[config.mk]
export PLATFORM = sky130hd
export DESIGN_NAME = mbox_msg_framer
export DESIGN_NICKNAME = d
export VERILOG_FILES = /design/src/rtl/mbox_pkg.sv /design/src/rtl/mbox_out_reg.sv /design/src/rtl/mbox_msg_framer.sv
export SDC_FILE = /design/constraint.sdc
export NUM_CORES = 1
export LEC_CHECK = 0
export BUFFER_PORTS_ARGS = -buffer_cell sky130_fd_sc_hd__buf_2
export CAP_MARGIN = 20
export CORE_ASPECT_RATIO = 1.2
export CORE_UTILIZATION = 53
export CTS_BUF_LIST = sky130_fd_sc_hd__clkbuf_4 sky130_fd_sc_hd__clkbuf_8
export DETAILED_ROUTE_END_ITERATION = 8
export PLACE_DENSITY = 0.83
export SYNTH_ARGS = -nofsm -noshare
export SYNTH_HDL_FRONTEND = slang
export SYNTH_HIERARCHICAL = 1
export SYNTH_SLANG_ARGS = --single-unit
[constraint.sdc]
create_clock -name clk -period 2.3 [get_ports clk]
set_input_delay 0 -clock clk [delete_from_list [all_inputs] [get_ports clk]]
set_output_delay 0 -clock clk [all_outputs]
set_load 0.03 [all_outputs]
[src/rtl/mbox_pkg.sv]
// Shared types and constants for the mailbox message framer.
package mbox_pkg;

    // Framer control states.
    typedef enum logic [1:0] {
        StIdle,
        StPayload,
        StDrop
    } state_e;

    // Low 16 bits of a header word.
    typedef struct packed {
        logic [7:0] id;
        logic [7:0] len;
    } hdr_t;

    localparam int unsigned HDR_LEN_LSB = 0;
    localparam int unsigned HDR_ID_LSB  = 8;
    localparam int unsigned MSG_CNT_W   = 16;

endpackage

[src/rtl/mbox_out_reg.sv]
// Single-entry valid/ready output register carrying data plus sop/eop markers.
module mbox_out_reg #(
    parameter int unsigned DATA_WIDTH = 32
) (
    input  logic                  clk,
    input  logic                  rst,
    input  logic                  load,
    input  logic [DATA_WIDTH-1:0] load_data,
    input  logic                  load_sop,
    input  logic                  load_eop,
    input  logic                  out_ready,
    output logic                  out_valid,
    output logic [DATA_WIDTH-1:0] out_data,
    output logic                  out_sop,
    output logic                  out_eop
);

    // Load a new word, or drop valid once the current word has been taken.
    // The caller only loads when the slot is empty or being drained this cycle.
    always_ff @(posedge clk) begin
        if (rst) begin
            out_valid <= 1'b0;
            out_data  <= '0;
            out_sop   <= 1'b0;
            out_eop   <= 1'b0;
        end else if (load) begin
            out_valid <= 1'b1;
            out_data  <= load_data;
            out_sop   <= load_sop;
            out_eop   <= load_eop;
        end else if (out_ready) begin
            out_valid <= 1'b0;
        end
    end

endmodule

[src/rtl/mbox_msg_framer.sv]
// Mailbox message framer: parses header length, tags sop/eop, drops oversized
// messages. Optional payload stall timeout enabled by MBOX_FRAMER_TIMEOUT_EN.
module mbox_msg_framer
    import mbox_pkg::*;
#(
    parameter int unsigned DATA_WIDTH     = 32,
    parameter int unsigned MAX_LEN        = 16,
    parameter int unsigned TIMEOUT_CYCLES = 1024
) (
    input  logic                  clk,
    input  logic                  rst,
    input  logic                  in_valid_i,
    output logic                  in_ready_o,
    input  logic [DATA_WIDTH-1:0] in_data_i,
    output logic                  out_valid_o,
    input  logic                  out_ready_i,
    output logic [DATA_WIDTH-1:0] out_data_o,
    output logic                  out_sop_o,
    output logic                  out_eop_o,
    output logic                  err_len_o,
    output logic                  err_timeout_o,
    output logic [15:0]           msg_cnt_o
);

    localparam logic [7:0] MaxLen = 8'(MAX_LEN);

    state_e                 state_q, state_d;
    logic [7:0]             cnt_q, cnt_d;
    logic                   err_len_q, err_len_d;
    logic [MSG_CNT_W-1:0]   msg_cnt_q;
    logic                   accept;
    logic                   fwd, fwd_sop, fwd_eop;
    logic                   timeout_hit;
    hdr_t                   hdr;

    // DROP swallows words regardless of the output slot.
    always_comb begin
        if (rst) begin
            in_ready_o = 1'b0;
        end else if (state_q == StDrop) begin
            in_ready_o = 1'b1;
        end else begin
            in_ready_o = !out_valid_o || out_ready_i;
        end
        accept = in_valid_i && in_ready_o;
        hdr    = hdr_t'(in_data_i[HDR_ID_LSB+7:HDR_LEN_LSB]);
    end

    // Next-state, counter, forward and error decisions.
    always_comb begin
        state_d   = state_q;
        cnt_d     = cnt_q;
        err_len_d = 1'b0;
        fwd       = 1'b0;
        fwd_sop   = 1'b0;
        fwd_eop   = 1'b0;
        unique case (state_q)
            StIdle: begin
                if (accept) begin
                    if (hdr.len == 8'd0) begin
                        fwd     = 1'b1;
                        fwd_sop = 1'b1;
                        fwd_eop = 1'b1;
                    end else if (hdr.len <= MaxLen) begin
                        fwd     = 1'b1;
                        fwd_sop = 1'b1;
                        cnt_d   = hdr.len;
                        state_d = StPayload;
                    end else begin
                        err_len_d = 1'b1;
                        cnt_d     = hdr.len;
                        state_d   = StDrop;
                    end
                end
            end
            StPayload: begin
                if (accept) begin
                    fwd     = 1'b1;
                    fwd_eop = (cnt_q == 8'd1);
                    cnt_d   = cnt_q - 8'd1;
                    if (cnt_q == 8'd1) state_d = StIdle;
                end
            end
            StDrop: begin
                if (accept) begin
                    cnt_d = cnt_q - 8'd1;
                    if (cnt_q == 8'd1) state_d = StIdle;
                end
            end
            default: state_d = StIdle;
        endcase
        // A stalled message is abandoned without eop.
        if (timeout_hit) begin
            state_d = StIdle;
            cnt_d   = '0;
        end
    end

    // FSM, counter and error pulse registers.
    always_ff @(posedge clk) begin
        if (rst) begin
            state_q   <= StIdle;
            cnt_q     <= '0;
            err_len_q <= 1'b0;
        end else begin
            state_q   <= state_d;
            cnt_q     <= cnt_d;
            err_len_q <= err_len_d;
        end
    end

    // Completed-message counter, bumped on the eop output handshake.
    always_ff @(posedge clk) begin
        if (rst) begin
            msg_cnt_q <= '0;
        end else if (out_valid_o && out_ready_i && out_eop_o) begin
            msg_cnt_q <= msg_cnt_q + 16'd1;
        end
    end

    assign err_len_o = err_len_q;
    assign msg_cnt_o = msg_cnt_q;

`ifdef MBOX_FRAMER_TIMEOUT_EN
    logic [31:0] stall_q;
    logic        err_timeout_q;

    // Fires on the cycle that completes TIMEOUT_CYCLES idle cycles mid-message.
    always_comb begin
        timeout_hit = (state_q != StIdle) && !accept &&
                      ((stall_q + 32'd1) == 32'(TIMEOUT_CYCLES));
    end

    // Stall counter and timeout pulse register.
    always_ff @(posedge clk) begin
        if (rst) begin
            stall_q       <= '0;
            err_timeout_q <= 1'b0;
        end else begin
            err_timeout_q <= timeout_hit;
            if (state_q == StIdle || accept || timeout_hit) begin
                stall_q <= '0;
            end else begin
                stall_q <= stall_q + 32'd1;
            end
        end
    end

    assign err_timeout_o = err_timeout_q;
`else
    assign timeout_hit   = 1'b0;
    assign err_timeout_o = 1'b0;
`endif

    mbox_out_reg #(
        .DATA_WIDTH (DATA_WIDTH)
    ) u_out_reg (
        .clk        (clk),
        .rst        (rst),
        .load       (fwd),
        .load_data  (in_data_i),
        .load_sop   (fwd_sop),
        .load_eop   (fwd_eop),
        .out_ready  (out_ready_i),
        .out_valid  (out_valid_o),
        .out_data   (out_data_o),
        .out_sop    (out_sop_o),
        .out_eop    (out_eop_o)
    );

endmodule

==> out/results.ini <==
[global_routing]
grt_pass1_vias = 2603
grt_pass1_wl_um = 11900
grt_overflow = 0
grt_use_total_pct = 29.1
grt_max_degree = 58
antenna_found_initial = 0

[timing]
finalCritPeriodShare_pct = 94.9
max_freq_mhz = 458
relSlewSlack_pct = 59.6
tightest_slew_ns = 0.605
fin_crit_ns = 2.18
setup_viol = 0
hold_viol = 0
rsz0062_at_grt = true
hold_slack_ns = 0.0434
drv_slew = 0
finClkSkew_ns = 0.00992

[final_layout]
fin_nets = 462
finalInstanceArea_um2 = 3840
num_antenna_cells = 0
area_delta_synth_final_pct = 35.4
final_cells = 485
fin_util_pct = 76.0
drive_gt1_share_pct = 30.4

[placed_design]
post-dp-hpwl_um = 4490
post_dp_cell_area_um2 = 3280
gp_congestion = 0.852
place_inst = 437
portBuffers = 88

[clock_network]
worstSkewPairLatency_ns = 0.34
clk_path_buf_depth = 2
numCtsBuffers = 9
cts_sinks = 62
clock-root-buffer = clkbuf_8
tritoncts = built
clk_pin_slew_ns = 0.07
htree_levels = 3

[routing]
drt_iter0_drc = 219
drt_pass1_iterations = 4
num_vias = 2685
vias_per_cell = 5.54
wl_per_cell_um = 15.4
ant_nets = 0
drt-total-wl_um = 7470
route.detailed.drc = 0

[yosys]
synth_edf_count = 0
synthCells = 297
synth_area_leaders = dfxtp_1 44%, mux2i_1 13%, nor2_1 7.0%
synthesis.nets = 339
yosysSeqAreaShare_pct = 43.8
synth_area_um2 = 2830
synth_flop_cell = dfxtp_1
ys_ff_latch = 62
yosys.area.top_type_share_pct = 43.8
synth_area_leader_cell = dfxtp_1
async_flop_share_pct = 0
synth.avg_cell_area_um2 = 9.54
yosysUniqueCellTypes = 51
yosys_warnings = 6

[min_path]
holdPathStages = 3
min_path_type = primary input to register
worstHoldStart = in_data_i[4]
hold_end = u_out_reg/out_data[4]$_SDFFE_PP0P_

[die]
die_w_um = 68.7
coreArea_um2 = 5040
core.rowCount = 28
start_util_pct = 56.2
die_h_um = 82.1
io_pins = 90
die-area_um2 = 5640

[critical_path]
critPathMaxStageDelay_ns = 0.52
start_kind = register
rr_startpoint = state_q[0]$_SDFFE_PP0P_
path_max_fanout = 26
regToRegSetupSlack_ns = 0.12
critPathKind = register to register
slowest_stage = or4b_4
cp-end-kind = register
cp-startpoint = state_q[0]$_SDFFE_PP0P_
cp_cell_sequence = inv_1 -> ha_1 -> or4b_4 -> a21oi_1 -> nor2_1 -> nor2_4 -> buf_12 -> mux2i_1 -> nor2_1
reg2regPathDepth = 9
critPathArrivalTime_ns = 2.38
cpMostUsedCell = nor2_1
r2r_end = u_out_reg/out_data[26]$_SDFFE_PP0P_
crit_required_ns = 2.50

[run]
drv_cap = 0

[pwr]
leakage_nw = 1.66
p_per_area_nw_per_um2 = 670
vdd_ir_drop_max_mv = 0.480

[outcome]
status = finished, final reports clean

==> cells in the mapped netlist (3+ instances only) <==
master,number
nand4_1,7
clkbuf_1,6
dfxtp_1,62
o21ai_0,9
xor2_1,5
nor2b_1,3
o311ai_0,3
nor3_1,8
a31oi_1,4
and3_1,5
nand3_1,5
and4_1,3
or3_1,5
mux2i_1,36
xnor2_1,6
ha_1,6
a21oi_1,12
inv_1,10
buf_12,3
nand2_1,8
nor4_1,3
nor2_1,53
==> worst max-delay path by stage <==
stage	to	slack (ns)
after floorplan	u_out_reg/out_data[10]$_SDFFE_PP0P_	0.27
after global placement	u_out_reg/out_data[23]$_SDFFE_PP0P_	0.23
after detailed placement	u_out_reg/out_data[14]$_SDFFE_PP0P_	0.13
after CTS	u_out_reg/out_data[14]$_SDFFE_PP0P_	0.12
after global routing	u_out_reg/out_data[18]$_SDFFE_PP0P_	-0.01
final	u_out_reg/out_data[26]$_SDFFE_PP0P_	0.12
==> registers in the layout, summed over array words and instances, names as in the netlist <==
register and cells:
state_q 2, u_out_reg/out_data 32, cnt_q 8, err_len_o 1, u_out_reg/out_sop 1, msg_cnt_o 16, u_out_reg/out_valid 1, u_out_reg/out_eop 1
==> timing repair <==
item | in CTS | in global routing
hold buffers | 32 | 0
buffers inserted | 0 | 0
hold endpoints to repair | 36 | 0
resized for setup | 0 | 3
endpoints found under the setup margin | 0 | 29
==> cell usage in the layout (no fill, tap or decap), drive strengths merged, types with 8 or more instances in the layout <==
master,count
dfxtp,62
a21oi,12
nand2,9
dlygate4sd3,32
inv,10
buf,95
mux2i,36
nand4,8
nor3,10
clkbuf,13
nor2,53
o21ai,9
==> stage by stage <==
step / setup WS [ns] / total power [W] / TNS [ns]
2_1_floorplan: 0.275 / 0.00136 / 0
3_3_place_gp: 0.227 / 0.00145 / 0
3_5_place_dp: 0.130 / 0.00146 / 0
4_1_cts: 0.120 / 0.00257 / 0
5_1_grt: -0.0122 / 0.00269 / -0.0143
6_report: 0.118 / 0.00257 / 0
==> report_power, final <==
part / switching [W] / internal, W / total, W
sequential: 0.0000209 / 0.00110 / 0.00113
combinational: 0.000203 / 0.000165 / 0.000367
clock: 0.000414 / 0.000662 / 0.00108
total: 0.000638 / 0.00193 / 0.00257
==> logic make-up after synthesis <==
| kind of cell | after synthesis | share of synthesized area (%) |
|---|---|---|
| mux | 37 | 13.1 |
| simple gates | 117 | 21.8 |
| other cells | 1 | 0.132 |
| compound gates | 38 | 8.88 |
| flops | 62 | 43.8 |
| buf+inv | 25 | 6.23 |
| fa+ha+maj | 6 | 2.65 |
| xor+xnor | 11 | 3.40 |
==> worst max-delay path: cells and delay by family (launching register included) <==
| family | cells | cell delay (ns) |
|---|---|---|
| simple gates | 4 | 0.79 |
| flops | 1 | 0.33 |
| buf+inv | 2 | 0.31 |
| mux | 1 | 0.28 |
| fa+ha+maj | 1 | 0.20 |
| compound gates | 1 | 0.14 |
==> layer usage <==
metal | share of wire [%] | GRT usage, % | vias up
met5 | 0 | 0 | -
met4 | 2.5 | 14.7 | 0
met3 | 4.6 | 9.72 | 24
met2 | 53 | 50.8 | 93
met1 | 40 | 30.6 | 1282
li1 | - | - | 1286
==> layout make-up <==
class,instances,area [um2]
multi-input cells,210,1430
inverters,10,37.5
well taps,60,75.1
repair buffers,127,826
clock inverters,3,68.8
clock buffers,13,154
flip-flops and latches,62,1240
fillers,347,1210
(Power assumes the default switching activity.)
